[src/rtl/cas_tx_sequencer.sv]
// Cassette write sequencer for the Electron tape interface.
// Buffers bytes in a 2-entry FIFO, frames each as start(0) + 8 data bits
// LSB-first + stop(1), and generates the tape square wave from a 24-bit
// phase accumulator. A leader tone precedes the first frame; high-tone
// carrier fills any gap between frames.
//
// Handshake: a byte is taken on any clk edge where tx_valid && tx_ready.
// tx_ready is registered and always equals (fifo_count < 2), so the
// producer may hold tx_valid with stable tx_data until it sees ready.
// Pushes are taken in every state, IDLE included.
module cas_tx_sequencer #(
  parameter logic [23:0] STP = 24'd3333
) (
  input  logic        clk,
  input  logic        reset,
  input  logic        enable,
  input  logic [15:0] leader_len,
  input  logic [7:0]  tx_data,
  input  logic        tx_valid,
  output logic        tx_ready,
  output logic        dout,
  output logic        busy,
  output logic        byte_done,
  output logic        underrun,
  output logic [2:0]  dbg_state
);

  typedef enum logic [2:0] {
    S_IDLE    = 3'd0,
    S_LEADER  = 3'd1,
    S_CARRIER = 3'd2,
    S_START   = 3'd3,
    S_DATA    = 3'd4,
    S_STOP    = 3'd5
  } state_t;

  state_t      state;
  logic [23:0] acc;
  logic [1:0]  tick_cnt;
  logic [15:0] leader_cnt;
  logic [7:0]  shift_reg;
  logic [2:0]  bit_cnt;
  logic        enable_q;

  logic [7:0]  fifo_mem [2];
  logic        wr_ptr;
  logic        rd_ptr;
  logic [1:0]  fifo_count;
  logic [1:0]  count_nxt;

  logic [24:0] acc_sum;
  logic        tick;
  logic        cell_end;
  logic [1:0]  tick_nxt;
  logic        cur_bit;
  logic        push;
  logic        pop;
  logic        fifo_nonempty;

  assign dbg_state     = state;
  assign acc_sum       = {1'b0, acc} + {1'b0, STP};
  assign tick          = acc_sum[24];
  assign cell_end      = tick && (tick_cnt == 2'd3);
  assign tick_nxt      = tick_cnt + 2'd1;
  assign push          = tx_valid && tx_ready;
  assign fifo_nonempty = (fifo_count != 2'd0);
  assign count_nxt     = fifo_count + {1'b0, push} - {1'b0, pop};

  // Bit being sent in the current cell: start bit low, data from the shifter, all else high tone.
  always_comb begin
    cur_bit = 1'b1;
    case (state)
      S_START: cur_bit = 1'b0;
      S_DATA:  cur_bit = shift_reg[0];
      default: cur_bit = 1'b1;
    endcase
  end

  // A FIFO pop happens exactly on the edge that enters START.
  always_comb begin
    pop = 1'b0;
    if (fifo_nonempty) begin
      case (state)
        S_IDLE:            pop = enable && (leader_len == 16'd0);
        S_LEADER:          pop = cell_end && (leader_cnt == 16'd1);
        S_CARRIER, S_STOP: pop = cell_end && enable;
        default:           pop = 1'b0;
      endcase
    end
  end

  // Two-entry byte FIFO with registered ready.
  always_ff @(posedge clk) begin
    if (reset) begin
      wr_ptr     <= 1'b0;
      rd_ptr     <= 1'b0;
      fifo_count <= 2'd0;
      tx_ready   <= 1'b1;
    end else begin
      if (push) begin
        fifo_mem[wr_ptr] <= tx_data;
        wr_ptr           <= ~wr_ptr;
      end
      if (pop) begin
        rd_ptr <= ~rd_ptr;
      end
      fifo_count <= count_nxt;
      tx_ready   <= (count_nxt < 2'd2);
    end
  end

  // Sequencer: tone timing, cell decisions at cell ends, registered outputs.
  // dout is computed from the post-edge tick count so it lines up with state.
  always_ff @(posedge clk) begin
    if (reset) begin
      state      <= S_IDLE;
      acc        <= 24'd0;
      tick_cnt   <= 2'd0;
      leader_cnt <= 16'd0;
      shift_reg  <= 8'd0;
      bit_cnt    <= 3'd0;
      enable_q   <= 1'b0;
      dout       <= 1'b0;
      busy       <= 1'b0;
      byte_done  <= 1'b0;
      underrun   <= 1'b0;
    end else begin
      enable_q  <= enable;
      byte_done <= 1'b0;
      if (enable_q && !enable) begin
        underrun <= 1'b0;
      end
      if (state == S_IDLE) begin
        dout <= 1'b0;
        if (enable) begin
          acc        <= 24'd0;
          tick_cnt   <= 2'd0;
          leader_cnt <= leader_len;
          busy       <= 1'b1;
          dout       <= 1'b1;
          if (leader_len != 16'd0) begin
            state <= S_LEADER;
          end else if (pop) begin
            state     <= S_START;
            shift_reg <= fifo_mem[rd_ptr];
          end else begin
            state <= S_CARRIER;
          end
        end
      end else begin
        acc <= acc_sum[23:0];
        if (tick) begin
          tick_cnt <= tick_nxt;
          if (!cell_end) begin
            dout <= cur_bit ? ~tick_nxt[0] : ~tick_nxt[1];
          end else begin
            // Every cell begins high so the tone phase stays continuous.
            dout <= 1'b1;
            case (state)
              S_LEADER: begin
                if (leader_cnt == 16'd1) begin
                  if (pop) begin
                    state     <= S_START;
                    shift_reg <= fifo_mem[rd_ptr];
                  end else begin
                    state <= S_CARRIER;
                  end
                end else begin
                  leader_cnt <= leader_cnt - 16'd1;
                end
              end
              S_CARRIER: begin
                if (!enable) begin
                  state <= S_IDLE;
                  busy  <= 1'b0;
                  dout  <= 1'b0;
                end else if (pop) begin
                  state     <= S_START;
                  shift_reg <= fifo_mem[rd_ptr];
                end
              end
              S_START: begin
                state   <= S_DATA;
                bit_cnt <= 3'd0;
              end
              S_DATA: begin
                shift_reg <= {1'b0, shift_reg[7:1]};
                bit_cnt   <= bit_cnt + 3'd1;
                if (bit_cnt == 3'd7) begin
                  state <= S_STOP;
                end
              end
              S_STOP: begin
                byte_done <= 1'b1;
                if (!enable) begin
                  state <= S_IDLE;
                  busy  <= 1'b0;
                  dout  <= 1'b0;
                end else if (pop) begin
                  state     <= S_START;
                  shift_reg <= fifo_mem[rd_ptr];
                end else begin
                  underrun <= 1'b1;
                  state    <= S_CARRIER;
                end
              end
              default: begin
                state <= S_IDLE;
                busy  <= 1'b0;
                dout  <= 1'b0;
              end
            endcase
          end
        end
      end
    end
  end

endmodule

[config.mk]
export PLATFORM = sky130hd
export DESIGN_NAME = cas_tx_sequencer
export DESIGN_NICKNAME = d
export VERILOG_FILES = /design/src/rtl/cas_tx_sequencer.sv
export SDC_FILE = /design/constraint.sdc
export NUM_CORES = 1
export LEC_CHECK = 0
export ABC_AREA = 1
export BUFFER_PORTS_ARGS = -buffer_cell sky130_fd_sc_hd__buf_4
export CAP_MARGIN = 5
export CORE_MARGIN = 10
export CORE_UTILIZATION = 30
export DETAILED_ROUTE_END_ITERATION = 8
export GPL_ROUTABILITY_DRIVEN = 1
export PLACE_DENSITY_LB_ADDON = 0.25
export SLEW_MARGIN = 25
export SYNTH_ARGS = -nofsm -noshare
export SYNTH_HDL_FRONTEND = slang
export SYNTH_SLANG_ARGS = --single-unit
[constraint.sdc]
create_clock -name clk -period 3.17 [get_ports clk]
set_clock_uncertainty 0.2 [all_clocks]
set_input_delay 0.4755 -clock clk [delete_from_list [all_inputs] [get_ports clk]]
set_output_delay 0.4755 -clock clk [all_outputs]
set_load 0.05 [all_outputs]
# --- Yosys cells after proc, flatten, opt, wreduce, memory -nomap -nowiden ---
# Memory sizes are Yosys's and may differ from the RTL's. A register that Yosys moved wholly into a read port is not among the register bits.
# Cells that the tools add are included.
classes:
  add_sub_neg: 6
  magnitude_cmp: 1
  n_eq_ne: 17
  muxes: 61
  bitwise: 7
  n_reduce_logical: 25
op_table:
  columns: ["cell", "count"]
  rows:
  - ["16-bit 2-to-1 mux", 6]
  - ["8-bit 2-to-1 mux", 8]
  - ["24-bit 2-to-1 mux", 2]
  - ["3-bit 2-to-1 mux", 9]
  - ["24-bit by 12-bit adder with 25-bit output, second input constant", 1]
  - ["1-bit 2-to-1 mux", 25]
  - ["8-bit one-hot mux with 3 select lines", 1]
  - ["16-bit by 1-bit equality test with 1-bit output, second input constant", 1]
  - ["16-bit logical NOT", 1]
  - ["16-bit nonzero test", 1]
  - ["16-bit by 1-bit subtractor with 16-bit output, second input constant", 1]
  - ["3-bit one-hot mux with 5 select lines", 1]
  - ["5-bit AND reduction", 2]
  - ["2-bit nonzero test", 5]
  - ["3-bit equality test, second input constant", 3]
  - ["2-bit 2-to-1 mux", 4]
  - ["4-bit inequality test, second input constant", 2]
  - ["1-bit NOT", 7]
  - ["7-bit AND reduction", 1]
  - ["3-bit by 2-bit equality test with 1-bit output, second input constant", 2]
  - ["1-bit logical AND", 6]
  - ["3-bit inequality test, second input constant", 2]
  - ["1-bit one-hot mux with 2 select lines", 3]
  - ["3-bit one-hot mux with 2 select lines", 1]
  - ["other kinds (20)", 22]
totals:
  regBits: 66
  ramBits: 16
  output_inout_bits: 8
  wordCells: 133
  memories: 1
memory_table:
  columns: ["name", "depth", "word_bits", "read_ports", "rd_clocked_by_memory_dff", "write_ports", "line", "text"]
  rows:
  - ["fifo_mem", 2, 8, 1, 1, 1, "45", "logic [7:0] fifo_mem [2];"]

# --- Logic depth before layout (Yosys ltp) ---
logic_depth:
  depth_word: 11
  ltp_mapped: 17
  depth_no_buf: 16

# --- Worst setup path before layout ---
# No wires, ideal clock.
synth_timing:
  kind: "register -> register"
  from: "reg state[1] (netlist: dbg_state[1])"
  to: "reg fifo_count[1]"
  arrival_ns: 2.619
  t_required_ns: 2.858
  path_slack_ns: 0.240
  path_stages_with_launch: 16
  path_buffers: 1
  period_less_slack_ns: 2.930
  path_cell_list: "dfxtp_1 -> inv_1 -> nand2_1 -> a21oi_1 -> or2_1 -> nand2_1 -> o21bai_1 -> nand2_2 -> inv_2 -> buf_6 -> ha_1 -> inv_1 -> ha_1 -> or2_2 -> nand3_1 -> inv_1"
synth_between:
  elab_chain_cells: 5
  elab_cells_between_ends: 8
  cone_classes: "1 x add/sub; 3 x eq/ne; 2 x mux; 2 x reduce/logical"
synth_rtl:
  columns: ["element", "line", "text"]
  rows:
  - ["start: declaration", "37", "state_t state;"]
  - ["start signal: assignment", "116", "state <= S_IDLE;"]
  - ["start signal: assignment", "142", "state <= S_LEADER;"]
  - ["start signal: assignment", "144", "state <= S_START;"]
  - ["3-bit equality test / 3-bit by 2-bit equality test with 1-bit output (equally long branches)", "83", "case (state)"]
  - ["2-bit OR reduction (no source line)", null, null]
  - ["1-bit one-hot mux with 3 select lines (*)", "83", null]
  - ["1-bit 2-to-1 mux (*)", "82", "if (fifo_nonempty) begin"]
  - ["2-bit by 1-bit subtractor with 2-bit output (*)", "67", "assign count_nxt = fifo_count + {1'b0, push} - {1'b0, pop};"]
  - ["end signal: assignment", "107", "fifo_count <= count_nxt;"]
  - ["end: declaration", "48", "logic [1:0] fifo_count;"]
# Every way passes the cells marked *; elsewhere a longest branch is shown, timed or not.
# A chain may end at the register's enable or synchronous reset.

# --- Final worst setup path ---
layout_timing:
  from: "reg state[0] (netlist: dbg_state[0])"
  to: "reg fifo_count[1]"
# Same word-level chain as after synthesis.

==> flow_metrics.tcl <==
set metrics [dict create \
    outcome "complete, no violations" \
    synthAdderAreaFrac 0.02345 \
    clock-root-buffer "clkbuf_16" \
    synth_compound_area_frac 0.1504 \
    drc 0 \
    r2r_cells 14 \
    worstHoldPathType "input port to flip-flop" \
    timing.fmax_mhz 359.3 \
    finalCritPeriodShare 0.8779 \
    largest_register_ffs 24 \
    worstSkewPairLatency_ns 0.34 \
    rsz0062_at_grt "false" \
    worst_ep_required_time_ns 3.20 \
    largestRegisters "acc (24), fifo_mem (16), leader_cnt (16)" \
    clk_path_buf_depth 2 \
    total_leakage_power_nw 2.073 \
    period_needed_ns 2.783 \
    cts_hold_buf 0 \
    fp.dieW_um 139.3 \
    numPortBuffers 35 \
    setup_viol 0 \
    start_kind "flip-flop" \
    cts-resized-gates 0 \
    grt_start_max_net_pins 35 \
    clkSinkCount 83 \
    drt_pre_antenna_iters 5 \
    wirelength_um 10260 \
    synthSimpleGateAreaFrac 0.3005 \
    synthToLayoutAreaGrowth_pct 17.50 \
    die-height_um 139.3 \
    design.core.area_um2 13930 \
    ys_ff_latch 83 \
    drive_gt1_frac 0.1385 \
    synthMuxAreaShare 0.004691 \
    place_area_um2 4721 \
    layout_common_cells "nand2_1 (120), nor2_1 (77), dfxtp_1 (67)" \
    maxCapViolations 0 \
    dieArea_um2 19400 \
    row_count 43 \
    grt_usage 0.1054 \
    ys_warn_count 0 \
    antenna_left 0 \
    final_common_cell "nand2_1" \
    grt_pass1_wl_um 17550 \
    ir_drop_mv 0.2739 \
    syn_inst 582 \
    synth_edf_count 16 \
    cts.clk_slew.worst_paths_ns 0.06 \
    synth_top_family_by_area "simple AND/OR/NAND/NOR gates" \
    pwr_density_cell_nw_per_um2 728.9 \
    design_area_um2 5015 \
    synth_area_per_cell_um2 7.333 \
    placed_cells 785 \
    maxSlewViolCount 0 \
    tightest_slew_ns 0.6390 \
    post-route-util 0.3599 \
    crit_path_max_fanout 13 \
    fillers 1470 \
    finalNonFillerCells 801 \
    rrSetupSlack_ns 0.39 \
    first_global_vias 3737 \
    drtIter0Drc 209 \
    reg2reg_from "dbg_state[0]$_SDFFE_PP0P_" \
    critPathLaunch "dbg_state[0]$_SDFFE_PP0P_" \
    synth_nets 618 \
    h-tree-depth 3 \
    via_per_inst 4.800 \
    overflow 0 \
    via_count 3845 \
    antenna_cells 0 \
    top_register "acc" \
    yosysSeqAreaShare 0.4269 \
    dp_hpwl_um 7443 \
    antenna_found_initial 0 \
    crit_path_end "fifo_count[1]$_SDFF_PP0_" \
    pin_count 36 \
    gp_congestion 0.8060 \
    cts_inserted_buffers 9 \
    rr_endpoint "fifo_count[1]$_SDFF_PP0_" \
    path_class "flip-flop to flip-flop" \
    synthXorXnorAreaFrac 0.02257 \
    worstSetupEndpointType "flip-flop" \
    async_flop_share 0 \
    slew-limit-headroom 0.5724 \
    fin_tns_setup_ns 0 \
    netlist_area_um2 4268 \
    initial_utilization 0.3063 \
    hold_viol_final 0 \
    netlist-cell-type-count 42 \
    synth_flop_cell "dfxtp_1" \
    wl_per_cell_um 12.81 \
    fin_nets 652 \
    total_power_mw 3.655 \
    postCtsSetupRepairBufs 0 \
    cp.arrival_ns 2.82 \
    cts_tree "yes" \
]
[worst min-delay path by stage]
stage / slack [ns] / to / depth (start not counted) / start
2_1_floorplan: 0.22 / flip-flop / 1 / rd_ptr$_SDFFE_PP0N_
3_3_place_gp: 0.24 / rd_ptr$_SDFFE_PP0N_ / 1 / rd_ptr$_SDFFE_PP0N_
3_5_place_dp: 0.25 / rd_ptr$_SDFFE_PP0N_ / 1 / rd_ptr$_SDFFE_PP0N_
4_1_cts: 0.11 / fifo_mem[1][6]$_DFFE_PP_ / 1 / tx_data[6]
5_1_grt: 0.11 / fifo_mem[1][0]$_DFFE_PP_ / 1 / tx_data[0]
6_report: 0.12 / fifo_mem[1][6]$_DFFE_PP_ / 1 / tx_data[6]
[critical path: stages (launching register included)]
cell and delay [ns]:
dfxtp_1 0.48, inv_1 0.12, nand3_1 0.14, nor2_1 0.09, or2_1 0.25, nand2_1 0.08
o21bai_1 0.10, nand2_2 0.16, inv_2 0.13, ha_1 0.29, inv_1 0.04, ha_1 0.18
or2_2 0.29, nand3_1 0.10, inv_1 0.05
[report_power, final]
part           leakage [nW]  internal [mW]  switching [mW]  total (mW)
Sequential            0.693           1.22           0.135        1.35
Combinational          1.25          0.417           0.848        1.26
Clock                 0.133          0.610           0.427        1.04
[logic make-up (layout without fill, tap and decap cells)]
kind of cell / count (synthesis) / in the layout
compound gates: 113 / 113
xor+xnor: 11 / 11
simple gates: 288 / 288
mux: 2 / 2
buf+inv: 77 / 116
fa+ha+maj: 8 / 8
flops: 83 / 83
[synthesized netlist by cell type, drive strengths merged, types with 4 or more instances]
cell type	count	area, um2
a211oi	5	37.54
a21oi	39	195.2
a31oi	11	68.82
buf	8	46.30
clkbuf	11	41.29
dfxtp	67	1341
edfxtp	16	480.5
ha	8	100.1
inv	58	217.7
nand2	129	521.8
nand3	42	215.2
nand4	13	81.33
nor2	86	350.3
nor3	10	50.05
o21ai	41	209.0
o31ai	8	60.06
or2	4	25.03
xor2	10	87.58
[routing by layer]
metal  global-route usage  vias to the layer above  wire length [um]
met1               0.1296                     1776              4856
met3              0.02790                        8               417
met5                    0                        -                 0
li1                     -                     2011                 -
met2               0.1770                       50              4887
met4              0.02801                        0               101
[final cells by class]
| class | count | area [um2] | area share |
|---|---|---|---|
| Clock buffer | 10 | 229.0 | 0.04566 |
| Clock inverter | 6 | 65.06 | 0.01297 |
| Inverter | 58 | 217.7 | 0.04341 |
| Multi-Input combinational cell | 422 | 2141 | 0.4269 |
| Sequential cell | 83 | 1822 | 0.3633 |
| Tap cell | 180 | 225.2 | 0.04491 |
| Timing Repair Buffer | 42 | 315.3 | 0.06287 |
[through the flow]
step | setup slack, ns | hold slack (ns)
CTS | 0.3855 | 0.1105
global placement | 0.4445 | 0.2366
floorplan | 0.2396 | 0.2249
global route | 0.06340 | 0.1074
finish | 0.3872 | 0.1192
detailed placement | 0.3613 | 0.2514
(Power assumes the default switching activity.)
